$ cat src/rtl/hcsr04_emulator_if.sv
// Trigger/echo link between an HC-SR04 initiator (master) and the sensor emulator (slave).
interface hcsr04_emulator_if;
    localparam int unsigned BCD_W   = 12;
    localparam int unsigned STATE_W = 3;

    logic               trigger;
    logic [BCD_W-1:0]   distance_bcd;
    logic               echo;
    logic               busy;
    logic               trig_err;
    logic [STATE_W-1:0] db_estado;

    modport master (
        output trigger,
        output distance_bcd,
        input  echo,
        input  busy,
        input  trig_err,
        input  db_estado
    );

    modport slave (
        input  trigger,
        input  distance_bcd,
        output echo,
        output busy,
        output trig_err,
        output db_estado
    );
endinterface

$ cat src/rtl/hcsr04_emulator.sv
// HC-SR04 responder: validates trigger width, waits the burst time, echoes a BCD distance.
// Optional HCSR04_EMU_JITTER_EN adds an 8-bit LFSR value to every echo width.
module hcsr04_emulator #(
    parameter int unsigned TRIG_MIN_CYCLES = 500,
    parameter int unsigned BURST_CYCLES    = 10_000,
    parameter int unsigned CYCLES_PER_CM   = 2941,
    parameter int unsigned MAX_CM          = 400,
    parameter int unsigned TIMEOUT_CYCLES  = 1_900_000,
    parameter int unsigned HOLDOFF_CYCLES  = 500_000
) (
    input  logic              clock,
    input  logic              reset,
    hcsr04_emulator_if.slave  bus
);
    localparam int unsigned W_W     = 24;
    localparam int unsigned CM_W    = 10;
    localparam int unsigned DIGIT_W = 4;

    typedef enum logic [2:0] {
        IDLE    = 3'd0,
        TRIG    = 3'd1,
        BURST   = 3'd2,
        ECHO    = 3'd3,
        HOLDOFF = 3'd4
    } state_t;

    state_t             state, state_next;
    logic [W_W-1:0]     count, count_next;
    logic [W_W-1:0]     width, width_next;
    logic               trig_meta, trig_s;
    logic               echo_next, busy_next, trig_err_next;
    logic               lfsr_step_c;

    logic [DIGIT_W-1:0] hun_c, ten_c, unit_c;
    logic [CM_W-1:0]    cm_raw_c, cm_c;
    logic [W_W-1:0]     base_c;
    logic [W_W-1:0]     width_calc_c;

    // Two-flop synchronizer for the asynchronous trigger
    always_ff @(posedge clock or posedge reset) begin
        if (reset) begin
            trig_meta <= 1'b0;
            trig_s    <= 1'b0;
        end else begin
            trig_meta <= bus.trigger;
            trig_s    <= trig_meta;
        end
    end

    // Distance to echo width: clamp bad digits, treat 0 cm as 1 cm, out of range -> timeout
    always_comb begin
        hun_c    = (bus.distance_bcd[11:8] > 4'd9) ? 4'd9 : bus.distance_bcd[11:8];
        ten_c    = (bus.distance_bcd[7:4]  > 4'd9) ? 4'd9 : bus.distance_bcd[7:4];
        unit_c   = (bus.distance_bcd[3:0]  > 4'd9) ? 4'd9 : bus.distance_bcd[3:0];
        cm_raw_c = CM_W'(hun_c) * CM_W'(100) + CM_W'(ten_c) * CM_W'(10) + CM_W'(unit_c);
        cm_c     = (cm_raw_c == '0) ? CM_W'(1) : cm_raw_c;
        base_c   = (32'(cm_c) <= MAX_CM) ? W_W'(cm_c) * W_W'(CYCLES_PER_CM)
                                         : W_W'(TIMEOUT_CYCLES);
    end

`ifdef HCSR04_EMU_JITTER_EN
    logic [7:0] lfsr;

    // x^8+x^6+x^5+x^4+1, stepped once per accepted trigger after its value is used
    always_ff @(posedge clock or posedge reset) begin
        if (reset) begin
            lfsr <= 8'hA5;
        end else if (lfsr_step_c) begin
            lfsr <= {lfsr[6:0], lfsr[7] ^ lfsr[5] ^ lfsr[4] ^ lfsr[3]};
        end
    end

    assign width_calc_c = base_c + W_W'(lfsr);
`else
    logic unused_lfsr_step;

    assign unused_lfsr_step = lfsr_step_c;
    assign width_calc_c     = base_c;
`endif

    // State, shared counter, latched width and registered outputs
    always_ff @(posedge clock or posedge reset) begin
        if (reset) begin
            state        <= IDLE;
            count        <= '0;
            width        <= '0;
            bus.echo     <= 1'b0;
            bus.busy     <= 1'b0;
            bus.trig_err <= 1'b0;
        end else begin
            state        <= state_next;
            count        <= count_next;
            width        <= width_next;
            bus.echo     <= echo_next;
            bus.busy     <= busy_next;
            bus.trig_err <= trig_err_next;
        end
    end

    assign bus.db_estado = state;

    // Next-state logic; one counter serves trigger width, burst, echo and holdoff timing
    always_comb begin
        state_next    = state;
        count_next    = count;
        width_next    = width;
        trig_err_next = 1'b0;
        lfsr_step_c   = 1'b0;

        case (state)
            IDLE: begin
                if (trig_s) begin
                    state_next = TRIG;
                    count_next = W_W'(1);
                end
            end

            TRIG: begin
                if (trig_s) begin
                    if (count < W_W'(TRIG_MIN_CYCLES)) begin
                        count_next = count + W_W'(1);
                    end
                end else if (count >= W_W'(TRIG_MIN_CYCLES)) begin
                    state_next  = BURST;
                    count_next  = '0;
                    width_next  = width_calc_c;
                    lfsr_step_c = 1'b1;
                end else begin
                    state_next    = IDLE;
                    count_next    = '0;
                    trig_err_next = 1'b1;
                end
            end

            BURST: begin
                if (count == W_W'(BURST_CYCLES - 1)) begin
                    state_next = ECHO;
                    count_next = '0;
                end else begin
                    count_next = count + W_W'(1);
                end
            end

            ECHO: begin
                if (count == width - W_W'(1)) begin
                    state_next = HOLDOFF;
                    count_next = '0;
                end else begin
                    count_next = count + W_W'(1);
                end
            end

            HOLDOFF: begin
                // A trigger still high at the end must be released before re-arming
                if (count < W_W'(HOLDOFF_CYCLES - 1)) begin
                    count_next = count + W_W'(1);
                end else if (!trig_s) begin
                    state_next = IDLE;
                    count_next = '0;
                end
            end

            default: begin
                state_next = IDLE;
                count_next = '0;
            end
        endcase

        echo_next = (state_next == ECHO);
        busy_next = (state_next == BURST) || (state_next == ECHO) || (state_next == HOLDOFF);
    end
endmodule

$ cat src/flat_wrapper.sv
// flat-port wrapper written by rule: the top's interface ports become plain ports
module hcsr04_emulator_flat 
#(
    parameter int unsigned TRIG_MIN_CYCLES = 500,
    parameter int unsigned BURST_CYCLES    = 10_000,
    parameter int unsigned CYCLES_PER_CM   = 2941,
    parameter int unsigned MAX_CM          = 400,
    parameter int unsigned TIMEOUT_CYCLES  = 1_900_000,
    parameter int unsigned HOLDOFF_CYCLES  = 500_000
)
  (clock, reset, bus_trigger, bus_distance_bcd, bus_echo, bus_busy, bus_trig_err, bus_db_estado);
  hcsr04_emulator_if bus_i ();
  input  logic clock;
  input  logic reset;
  input wire logic [$bits(bus_i.trigger)-1:0] bus_trigger;
  input wire logic [$bits(bus_i.distance_bcd)-1:0] bus_distance_bcd;
  output wire logic [$bits(bus_i.echo)-1:0] bus_echo;
  output wire logic [$bits(bus_i.busy)-1:0] bus_busy;
  output wire logic [$bits(bus_i.trig_err)-1:0] bus_trig_err;
  output wire logic [$bits(bus_i.db_estado)-1:0] bus_db_estado;
  assign bus_i.trigger = bus_trigger;
  assign bus_i.distance_bcd = bus_distance_bcd;
  assign bus_echo = bus_i.echo;
  assign bus_busy = bus_i.busy;
  assign bus_trig_err = bus_i.trig_err;
  assign bus_db_estado = bus_i.db_estado;
  hcsr04_emulator #(.TRIG_MIN_CYCLES(TRIG_MIN_CYCLES), .BURST_CYCLES(BURST_CYCLES), .CYCLES_PER_CM(CYCLES_PER_CM), .MAX_CM(MAX_CM), .TIMEOUT_CYCLES(TIMEOUT_CYCLES), .HOLDOFF_CYCLES(HOLDOFF_CYCLES)) u_core (.clock(clock), .reset(reset), .bus(bus_i));
endmodule
$ cat config.mk
export PLATFORM = sky130hd
export DESIGN_NAME = hcsr04_emulator_flat
export DESIGN_NICKNAME = d
export VERILOG_FILES = /design/src/rtl/hcsr04_emulator_if.sv /design/src/rtl/hcsr04_emulator.sv /design/src/flat_wrapper.sv
export SDC_FILE = /design/constraint.sdc
export NUM_CORES = 1
export LEC_CHECK = 0
export ABC_CLOCK_PERIOD_IN_PS = 9500
export BUFFER_PORTS_ARGS = -buffer_cell sky130_fd_sc_hd__clkbuf_2
export CORE_MARGIN = 1.5
export CORE_UTILIZATION = 50
export CTS_BUF_LIST = sky130_fd_sc_hd__clkbuf_8
export CTS_CLUSTER_DIAMETER = 100
export DETAILED_ROUTE_END_ITERATION = 7
export PLACE_DENSITY = 0.76
export SYNTH_ARGS = -nofsm -noshare
export SYNTH_HDL_FRONTEND = slang
export SYNTH_SLANG_ARGS = --single-unit
$ cat constraint.sdc
create_clock -name clock -period 9.5 [get_ports clock]
set_input_delay 1.9 -clock clock [delete_from_list [all_inputs] [get_ports clock]]
set_output_delay 1.9 -clock clock [all_outputs]
set_load 0.005 [all_outputs]
### Word level (Yosys, flattened, before mapping)

Index checks and enable logic that the tools add are counted.

* bits in registers: 56
* bits of input ports: 15
* output and inout port bits: 6
* word-level logic and storage cells: 65

* add/sub/neg operators: 4
* $mul: 3
* magnitude comparators: 7
* equality and inequality tests: 12
* muxes and demuxes: 24
* bitwise logic cells: 1
* reductions and logical operators: 6

Operators by type and width (number)
* two-way mux 24 bit: 7
* one-hot mux 24 bit (5 select lines): 1
* adder 24 x 1 -> 24 bit (second input constant): 1
* == test 24 x 14 -> 1 bit (second input constant): 1
* == test 24 bit: 1
* greater-or-equal comparator 24 x 9 -> 1 bit (second input constant): 1
* < comparator 24 x 19 -> 1 bit (second input constant): 1
* < comparator 24 x 9 -> 1 bit (second input constant): 1
* subtractor 24 x 1 -> 24 bit (second input constant): 1
* multiplier 10 x 12 -> 22 bit (second input constant): 1
* two-way mux 22 bit: 1
* two-way mux 3 bit: 6
* one-hot mux 3 bit (5 select lines): 1
* == test 3 x 2 -> 1 bit (second input constant): 4
* greater-than comparator 4 bit (second input constant): 3
* two-way mux 4 bit: 3
* adder 10 x 4 -> 10 bit: 1
* adder 10 x 8 -> 10 bit: 1
* less-or-equal comparator 10 x 9 -> 1 bit (second input constant): 1
* logical NOT 10 bit: 1
* two-way mux 10 bit: 1
* multiplier 4 x 5 -> 8 bit (second input constant): 1
* multiplier 4 x 3 -> 7 bit (second input constant): 1
* == test 3 bit (second input constant): 2
* other kinds (9): 14

### Longest topological paths before layout

Gate-level depths: netlist (run 1).

* depth in word-level cells: 9
* depth in mapped cells: 32
* depth with buffers taken out: 32

### Worst setup path before layout (run 1)

Ideal clock, no wire load.

* path kind: input port to flip-flop
* start: input port bus_distance_bcd[10]
* end: register u_core.width[21]
* setup time: 0.130 ns
* data arrival time: 9.065 ns
* data required time: 9.370 ns
* setup slack: 0.305 ns
* stages on the path: 29
* path buffers: 0
* path through: o21ai_0 -> nand2b_1 -> ha_1 -> ha_1 -> inv_1 -> fa_1 -> inv_1 -> ha_1 -> ha_1 -> o21a_1 -> o31a_1 -> o22ai_1 -> xnor2_1 -> inv_1 -> fa_1 -> fa_1 -> inv_1 -> fa_1 -> fa_1 -> fa_1 -> ha_1 -> o21ai_0 -> nor2_1 -> or2_2 -> o211a_1 -> o31a_1 -> a31oi_1 -> xor2_1 -> o21ai_0

* longest elaborated chain between the ends: 9
* elaborated cells between the ends (all ways): 10
* those cells by class: add/sub (2); mul (2); order compare (2); mux (3); reduce/logical (1)

Ends and longest elaborated chain
* start: declaration: RTL line flat_wrapper.sv:16 `input wire logic [$bits(bus_i.distance_bcd)-1:0] bus_distance_bcd;`
* greater-than comparator 4 bit: RTL line hcsr04_emulator.sv:52 `hun_c = (bus.distance_bcd[11:8] > 4'd9) ? 4'd9 : bus.distance_bcd[11:8];`
* two-way mux 4 bit *: RTL line hcsr04_emulator.sv:52
* multiplier 4 x 5 -> 8 bit *: RTL line hcsr04_emulator.sv:55 `cm_raw_c = CM_W'(hun_c) * CM_W'(100) + CM_W'(ten_c) * CM_W'(10) + CM_W'(unit_c);`
* adder 10 x 8 -> 10 bit *: RTL line hcsr04_emulator.sv:55
* adder 10 x 4 -> 10 bit *: RTL line hcsr04_emulator.sv:55
* logical NOT 10 bit: RTL line hcsr04_emulator.sv:56 `cm_c = (cm_raw_c == '0) ? CM_W'(1) : cm_raw_c;`
* two-way mux 10 bit *: RTL line hcsr04_emulator.sv:56
* multiplier 10 x 12 -> 22 bit / less-or-equal comparator 10 x 9 -> 1 bit (equally long branches): RTL line hcsr04_emulator.sv:57 `base_c = (32'(cm_c) <= MAX_CM) ? W_W'(cm_c) * W_W'(CYCLES_PER_CM)`
* two-way mux 22 bit *: RTL line hcsr04_emulator.sv:57
* end signal: assignment: RTL line hcsr04_emulator.sv:93 `width <= width_next;`
* end: declaration: RTL line hcsr04_emulator.sv:29 `logic [W_W-1:0] width, width_next;`

Mark *: on every way between the ends. The rest lies on a longest branch, timed or not.
A chain may end at the register's enable or synchronous reset.

### Worst setup path in the final report (run 1)

* start: input port bus_distance_bcd[7]
* end: register u_core.width[21]

* longest elaborated chain between the ends: 9
* elaborated cells between the ends (all ways): 10
* those cells by class: add/sub (2); mul (2); order compare (2); mux (3); reduce/logical (1)

Ends and longest elaborated chain
* greater-than comparator 4 bit: RTL line hcsr04_emulator.sv:53 `ten_c = (bus.distance_bcd[7:4] > 4'd9) ? 4'd9 : bus.distance_bcd[7:4];`
* two-way mux 4 bit *: RTL line hcsr04_emulator.sv:53
* multiplier 4 x 3 -> 7 bit *: RTL line hcsr04_emulator.sv:55
* adder 10 x 8 -> 10 bit *: RTL line hcsr04_emulator.sv:55
* adder 10 x 4 -> 10 bit *: RTL line hcsr04_emulator.sv:55
* logical NOT 10 bit: RTL line hcsr04_emulator.sv:56
* two-way mux 10 bit *: RTL line hcsr04_emulator.sv:56
* multiplier 10 x 12 -> 22 bit / less-or-equal comparator 10 x 9 -> 1 bit (equally long branches): RTL line hcsr04_emulator.sv:57
* two-way mux 22 bit *: RTL line hcsr04_emulator.sv:57

Marks and branches as above.

==> results of run 1 <==
[worst max-delay path by stage]
stage | from | endpoint | slack [ns] | cells past startpoint
after floorplan | bus_distance_bcd[10] | u_core.width[21] | 0.31 | 29
after global placement | bus_distance_bcd[7] | u_core.width[21] | 0.28 | 30
after detailed placement | bus_distance_bcd[7] | u_core.width[21] | 0.12 | 30
after CTS | bus_distance_bcd[7] | u_core.width[21] | 0.48 | 30
after global routing | bus_distance_bcd[7] | u_core.width[21] | 0.03 | 30
final | bus_distance_bcd[7] | u_core.width[21] | 0.48 | 30
[layout make-up]
class                           count  area (µm²)  share of cell area
Tap cell                          180         225              0.0305
Sequential cell                    54        1350               0.183
Timing Repair Buffer               29         168              0.0227
Inverter                           97         364              0.0494
Clock buffer                        5        68.8             0.00933
Multi-Input combinational cell    625        5180               0.703
Clock inverter                      2        13.8             0.00187
[logic make-up (layout without fill, tap and decap cells)]
kind of cell             Yosys count  after routing  synth area share
adder cells (fa/ha/maj)          137            137             0.295
buffers and inverters            131            133            0.0725
XOR/XNOR                          70             70            0.0871
AND/OR/NAND/NOR                  246            246             0.188
AO/OA/AOI/OAI                    170            170             0.163
flip-flops                        54             54             0.192
multiplexers                       2              2           0.00284
[cells in the mapped netlist, types with 7 or more instances]
library cell / number / share of area
a21o_1: 12 / 0.013
a21oi_1: 41 / 0.029
a31oi_1: 14 / 0.012
and3_1: 13 / 0.012
clkbuf_1: 26 / 0.014
dfrtp_1: 54 / 0.19
fa_1: 48 / 0.14
ha_1: 89 / 0.16
inv_1: 97 / 0.052
nand2_1: 51 / 0.027
nand2b_1: 13 / 0.012
nand3_1: 17 / 0.012
nor2_1: 50 / 0.027
nor2b_1: 11 / 0.0098
nor3_1: 23 / 0.016
nor4_1: 12 / 0.011
o211ai_1: 7 / 0.0075
o21ai_0: 27 / 0.019
o22ai_1: 8 / 0.0071
o31ai_1: 7 / 0.0075
or3_1: 11 / 0.0098
or4_1: 9 / 0.0096
xnor2_1: 40 / 0.050
xor2_1: 30 / 0.037
[per-layer routing]
layer | wire, µm | up-vias | GRT usage
met2 | 7550 | 118 | 0.371
met5 | 0 | - | 0
met4 | 215 | 0 | 0.0500
met3 | 546 | 17 | 0.0225
li1 | - | 2844 | -
met1 | 7150 | 2776 | 0.299
[timing repair]
action,in CTS,in global routing
hold endpoints to repair,0,0
endpoints found under the setup margin,0,1
resized for setup,0,1
[worst max-delay path, delay by kind of cell]
family | cells | cell delay [ns]
adder cells (fa/ha/maj) | 11 | 4.35
XOR/XNOR | 2 | 0.31
AND/OR/NAND/NOR | 4 | 0.70
buffers and inverters | 5 | 0.42
AO/OA/AOI/OAI | 8 | 1.52
[registers in the layout, summed over array words and instances, names as in the netlist]
signal and count:
u_core.count 24, u_core.width 22, u_core.bus.db_estado 3, u_core.bus.busy 1, u_core.bus.echo 1, u_core.bus.trig_err 1, u_core.trig_meta 1, u_core.trig_s 1
[per-stage QoR]
step | utilization | hold slack (ns) | instance area, µm² | worst slack (ns) | instances
floorplan | - | 0.331 | 7040 | 0.305 | 810
global placement | 0.527 | 0.348 | 7290 | 0.276 | 985
detailed placement | 0.527 | 0.354 | 7290 | 0.120 | 985
CTS | 0.533 | 0.381 | 7370 | 0.479 | 992
global route | 0.533 | 0.390 | 7370 | 0.0335 | 992
finish | 0.533 | 0.368 | 7370 | 0.483 | 992
==> flow_summary.ini, run 1 <==
[run_status]
status = complete, no violations

[worst_setup_path]
r2r_end = u_core.count[1]
timing.rr.start = u_core.width[0]
path_max_fanout = 6
start_kind = primary input
cp.required_ns = 9.71
cp_common_cell = fa_1
r2r_setup_slack_ns = 5.39
critPathKind = in2reg
cp_slowest_stage_delay_ns = 0.57
reg2reg_depth = 10
endpoint_kind = register
cpMaxStageDelayCell = fa_1
critPathArrivalTime_ns = 9.23

[timing]
min_period_ns = 9.02
setup-violations-final = 0
maxSlewViolCount = 0
worstMarginPinSlew_ns = 0.910
rsz0062_at_grt = no
clock.fmax_mhz = 111
setup_tns_ns = 0
relSlewSlack = 0.394
finalHoldViolations = 0
fin_skew_ns = 0.0154
fin_crit_sh = 0.949

[synthesis]
ys_ff_latch = 54
synthFlopType = dfrtp_1
syn_area_mm2 = 0.00704
ys_warn_count = 0
seq_area_frac_synth = 0.192
avgSynthCellArea_um2 = 8.69
syn_inst = 810
synth_edf_count = 0
synth_fp_nets = 962
async_reset_ff_frac = 1.00
ys_types = 75

[global_routing]
grt_max_degree = 55
grt_pass1_vias = 5393
grt_pass1_wl_um = 26000
overflow = 0
grt_use_total = 0.218
antenna_found_initial = 0

[detailed_routing]
drc = 0
via_count = 5755
wirelength_um = 15500
drtIter0Drc = 412
ant_nets = 0
post_drt_wl_per_cell_um = 15.6
drtPass1Iterations = 5
via_per_inst = 5.80

[cts]
clock_latency_ns = 0.33
cts_root_buffer = clkbuf_8
cts_sinks = 54
cts_tree = done
clockBufferDepth = 2
postCtsSetupBuffers = 0
hold_buffers = 0
clk_pin_slew_worst_paths_ns = 0.10
cts_buffers = 5
htreeDepth = 2

[floorplan]
initial_core_util = 0.509
num_rows = 43
dieArea_mm2 = 0.0148
core_area_mm2 = 0.0138
die_y_um = 122
die_x_um = 122
io_pins = 21

[cells_and_area]
antenna_cells = 0
nFillCells = 1249
synthToLayoutAreaGrowth_pct = 4.74
drive_above_1_share = 0.0665
final_common_cell = inv_1
nNetsFinal = 964
final_cell_mix = 96 x inv_1, 89 x ha_1, 54 x dfrtp_1, 51 x nand2_1, 50 x nor2_1

[worst_hold_path]
hp-start = u_core.trig_meta
holdPathStages = 0
hold_class = reg2reg
hold_end = u_core.trig_s

[placement]
io_buffers = 20
dp_hpwl_um = 12700
routabilityCongestion = 0.890

[run]
cap_viol_max_count = 0
Power of run 1 is left out: the tool's default activity adds up to more than one toggle a clock period on the data nets, which glitch-free logic cannot reach.
==> inputs of run 2 (changes only) <==
--- a/config.mk
+++ b/config.mk
@@ -13,4 +13,5 @@
 export CTS_CLUSTER_DIAMETER = 100
 export DETAILED_ROUTE_END_ITERATION = 7
+export MAX_ROUTING_LAYER = met4
 export PLACE_DENSITY = 0.76
 export SYNTH_ARGS = -nofsm -noshare
==> constraint.sdc (replaced) <==
create_clock -name clock -period 9.5 [get_ports clock]
set_input_delay 0.95 -clock clock [delete_from_list [all_inputs] [get_ports clock]]
set_output_delay 0.95 -clock clock [all_outputs]
set_load 0.005 [all_outputs]
==> run 2 against run 1 <==
Net effect: sequential cell count unchanged; core utilization decreased by 0.054 points; register-to-register slack got worse by 0.14 ns; clock skew increased by 0.0069 ns; cell count decreased by 0.20%; sequential share of layout area about the same; setup slack improved by 0.51 ns; count of clock-buffer cells in the layout increased by 1; global-route usage increased by 0.71 points; non-clock buffer count decreased by 3; hold slack improved by 0.0017 ns; wire length increased by 0.49%; critical path type unchanged.
==> flow_summary.ini, run 2 (same netlist as run 1, synthesis figures left out) <==
[worst_setup_path]
path_max_fanout = 8
r2r_end = u_core.count[1]
startpoint = bus_distance_bcd[7]
critPathKind = in2reg
cpMaxStageDelayCell = xnor2_1
endpoint_kind = register
cp_slowest_stage_delay_ns = 0.60
timing.rr.start = u_core.width[0]
cp.required_ns = 9.71
r2r_setup_slack_ns = 5.25
critPathArrivalTime_ns = 8.72
reg2reg_depth = 10
cp_common_cell = fa_1
start_kind = primary input
cp-endpoint = u_core.width[21]

[timing]
finalHoldViolations = 0
relSlewSlack = 0.371
maxSlewViolCount = 0
worstMarginPinSlew_ns = 0.944
rsz0062_at_grt = no
min_period_ns = 8.51
setup-violations-final = 0
fin_crit_sh = 0.895
setup_tns_ns = 0
fin_skew_ns = 0.0224
clock.fmax_mhz = 118

[cts]
clock_latency_ns = 0.33
clockBufferDepth = 2
htreeDepth = 2
cts_root_buffer = clkbuf_8
cts_sinks = 54
postCtsSetupBuffers = 0
cts_tree = done
clk_pin_slew_worst_paths_ns = 0.11
hold_buffers = 0
ctsResizeCount = 0
cts_buffers = 5

[floorplan]
initial_core_util = 0.509
dieArea_mm2 = 0.0148
die_y_um = 122
core_area_mm2 = 0.0138
die_x_um = 122
io_pins = 21
num_rows = 43

[cells_and_area]
final_cell_mix = 96 x inv_1, 89 x ha_1, 54 x dfrtp_1, 51 x nand2_1, 50 x nor2_1
synthToLayoutAreaGrowth_pct = 4.64
drive_above_1_share = 0.0630
largest_reg_flops = 24
antenna_cells = 0
final-seq-area_mm2 = 0.00135
regMostFlops = u_core.count
nFillCells = 1292
multi_input_area_mm2 = 0.00518
final_common_cell = inv_1
nNetsFinal = 961
final_util = 0.533

[worst_hold_path]
hold_class = reg2reg
holdPathStages = 0

[detailed_routing]
drtPass1Iterations = 5
drc = 0
ant_nets = 0
wirelength_um = 15500
met2_length_um = 7290
m1WireLength_um = 7420
wl_met3_um = 592
drtIter0Drc = 385
via_count = 5762
post_drt_wl_per_cell_um = 15.7
via_per_inst = 5.82
dr.max_layer_used = met4

[global_routing]
grt_use_total = 0.225
overflow = 0
grt_pass1_vias = 5358
grt_max_degree = 55
antenna_found_initial = 0
grt_pass1_wl_um = 26200

[placement]
dp_hpwl_um = 12500
io_buffers = 20
routabilityCongestion = 0.899

[run]
cap_viol_max_count = 0

[run_status]
status = complete, no violations
[run 2: area by class of cell]
type / instances / area share
multi-input combinational: 625 / 0.703
sequential: 54 / 0.183
inverter: 97 / 0.0494
tap: 180 / 0.0306
timing repair buffer: 26 / 0.0197
clock buffer: 6 / 0.0112
clock inverter: 2 / 0.00238
[run 2: worst max-delay path: cells and delay by family]
kind,cells,cell delay (ns)
simple gates,4,0.73
fa+ha+maj,11,4.36
xor+xnor,2,0.76
compound gates,8,1.36
buf+inv,5,0.53
[run 2: worst min-delay path by stage]
stage / slack (ns) / endpoint / startpoint
after global routing: 0.38 / u_core.trig_s / u_core.trig_meta
after floorplan: 0.33 / u_core.trig_s / u_core.trig_meta
after global placement: 0.35 / u_core.trig_s / u_core.trig_meta
after detailed placement: 0.35 / u_core.trig_s / u_core.trig_meta
after CTS: 0.37 / u_core.trig_s / u_core.trig_meta
final: 0.37 / u_core.trig_s / u_core.trig_meta
[run 2: metal layers]
layer,up-vias,global-route usage
met5,-,-
met4,0,0.0493
met3,18,0.0178
met2,136,0.351
met1,2763,0.321
li1,2845,-
[run 2: stage by stage]
stage	instances	cell area [µm²]	hold slack, ns	setup slack [ns]
floorplan	810	7040	0.331	1.26
global placement	982	7270	0.347	0.857
detailed placement	982	7270	0.346	0.653
CTS	990	7370	0.374	1.01
global route	990	7370	0.383	0.414
finish	990	7370	0.370	0.995
Power of run 2 is left out for the same reason.
==> inputs of run 3 (changes only) <==
ABC_AREA = 1   (was unset)
CORE_UTILIZATION = 55   (was 50)
PLACE_DENSITY = 0.82   (was 0.76)
==> run 3 against run 2 <==
Net effect: sequential cell count unchanged; sequential share of layout area down 1.0 points; synthesized cell count up 29%; critical path depth up 6; synthesized area up 6.7%; fmax up 1.1%; via count up 14%; count of clock-buffer cells in the layout down 1; final area up 6.0%; clock skew down 0.0096 ns; first-iteration DRC count up 60%.
==> flow_summary.ini, run 3 <==
[run_status]
status = complete, no violations

[timing]
rsz0062_at_grt = no
fin_crit_sh = 0.885
setup_tns_ns = 0
finalHoldViolations = 0
relSlewSlack = 0.446
maxSlewViolCount = 0
min_period_ns = 8.41
setup-violations-final = 0
whs_ns = 0.372
worstMarginPinSlew_ns = 0.830
fin_skew_ns = 0.0128
clock.fmax_mhz = 119

[cells_and_area]
final_common_cell = nand2_1
largest_reg_flops = 24
antenna_cells = 0
final_cell_mix = 238 x nand2_1, 187 x inv_1, 109 x nor2_1, 89 x ha_1, 56 x nand3_1
synthToLayoutAreaGrowth_pct = 3.98
final_util = 0.587
instances_no_fill = 1225
regMostFlops = u_core.count
drive_above_1_share = 0.0820
nNetsFinal = 1200

[worst_setup_path]
r2r_setup_slack_ns = 6.43
startpoint = bus_distance_bcd[7]
cpMaxStageDelayCell = fa_1
timing.rr.start = u_core.count[1]
critPathBufInv = 9
start_kind = primary input
critPathArrivalTime_ns = 8.63
cp.required_ns = 9.72
path_max_fanout = 8
cp_common_cell = inv_1
crit_family = adder cells
cp_slowest_stage_delay_ns = 0.60
endpoint_kind = register
critPathKind = in2reg

[placement]
routabilityCongestion = 1.00
place_inst = 1217
dp_hpwl_um = 14400
io_buffers = 20

[cts]
clockBufferDepth = 2
hold_buffers = 0
ctsResizeCount = 0
cts_tree = done
clk_pin_slew_worst_paths_ns = 0.12
htreeDepth = 2
clock_latency_ns = 0.34
cts_sinks = 54
cts_root_buffer = clkbuf_8
cts_buffers = 5
postCtsSetupBuffers = 0

[floorplan]
num_rows = 42
die_y_um = 120
io_pins = 21
dieArea_mm2 = 0.0144
initial_core_util = 0.565
core_area_mm2 = 0.0133
die_x_um = 120

[global_routing]
overflow = 0
grt_use_total = 0.264
grt_pass1_vias = 6223
antenna_found_initial = 0
grt_max_degree = 55
grt_pass1_wl_um = 29800

[worst_hold_path]
hp-start = u_core.trig_meta
hold_class = reg2reg

[detailed_routing]
via_per_inst = 5.38
drtPass1Iterations = 5
wirelength_um = 17300
drtIter0Drc = 617
wl_met3_um = 1230
ant_nets = 0
via_count = 6589
drc = 0
met2_length_um = 7550
m1WireLength_um = 8410
dr.max_layer_used = met4
post_drt_wl_per_cell_um = 14.1

[synthesis]
netlist.area_leader.share = 0.180
ys_warn_count = 0
synthFlopType = dfrtp_1
avgSynthCellArea_um2 = 7.21
seq_area_frac_synth = 0.180
synth_fp_nets = 1194
synth_edf_count = 0
synth.area.top_cells = dfrtp_1 18%, ha_1 15%, fa_1 13%
ys_ff_latch = 54
yosysMostFrequentCell = nand2_1
yosysTopAreaCell = dfrtp_1
async_reset_ff_frac = 1.00
syn_area_mm2 = 0.00751
ys_types = 44
ys_top_cells_by_count = 238 x nand2_1, 188 x inv_1, 109 x nor2_1
syn_inst = 1042

[run]
cap_viol_max_count = 0
## run 3: cell count changes in the layout (fill, tap and decap cells not counted), moves of 11 or more
cell | before | now
or3_1 | 11 | 0
nor2_1 | 50 | 109
a31oi_1 | 14 | 1
nand2_1 | 51 | 238
a21o_1 | 12 | 1
nand3_1 | 17 | 56
nand3_2 | 0 | 20
and3_1 | 13 | 0
nand2b_1 | 13 | 0
inv_1 | 96 | 187
xnor2_1 | 40 | 18
## run 3: area by class of cell
cell class,count,area (µm²)
fill,1202,5490
inverter,192,721
timing repair buffer,22,115
multi-input combinational,773,5310
clock buffer,5,68.8
sequential,54,1350
tap,176,220
clock inverter,3,23.8
## run 3: kinds of logic after synthesis
group / share of synthesized area
buf+inv: 0.113
fa+ha+maj: 0.276
xor+xnor: 0.0620
flops: 0.180
simple gates: 0.301
compound gates: 0.0678
## run 3: metrics by stage
stage	setup slack, ns	cell area [µm²]
6_report	1.09	7810
3_3_place_gp	0.885	7720
5_1_grt	0.577	7810
4_1_cts	1.17	7810
3_5_place_dp	0.882	7720
2_1_floorplan	1.87	7510
## run 3: path summary, 6_finish.rpt
check | end | cells after the start
hold reg to reg | u_core.trig_s | 0
setup reg to reg | u_core.count[18] | 14
setup / recovery | u_core.width[21] | 36
hold / removal | u_core.trig_s | 0
min in group asynchronous | u_core.bus.db_estado[1] | 3
max in group asynchronous | u_core.count[13] | 3
## run 3: metal layers
metal  up-vias  track usage
met5         -            -
met4         0       0.0409
met1      3069        0.394
met2       227        0.396
li1       3280            -
met3        13       0.0314
Power of run 3 is left out for the same reason.
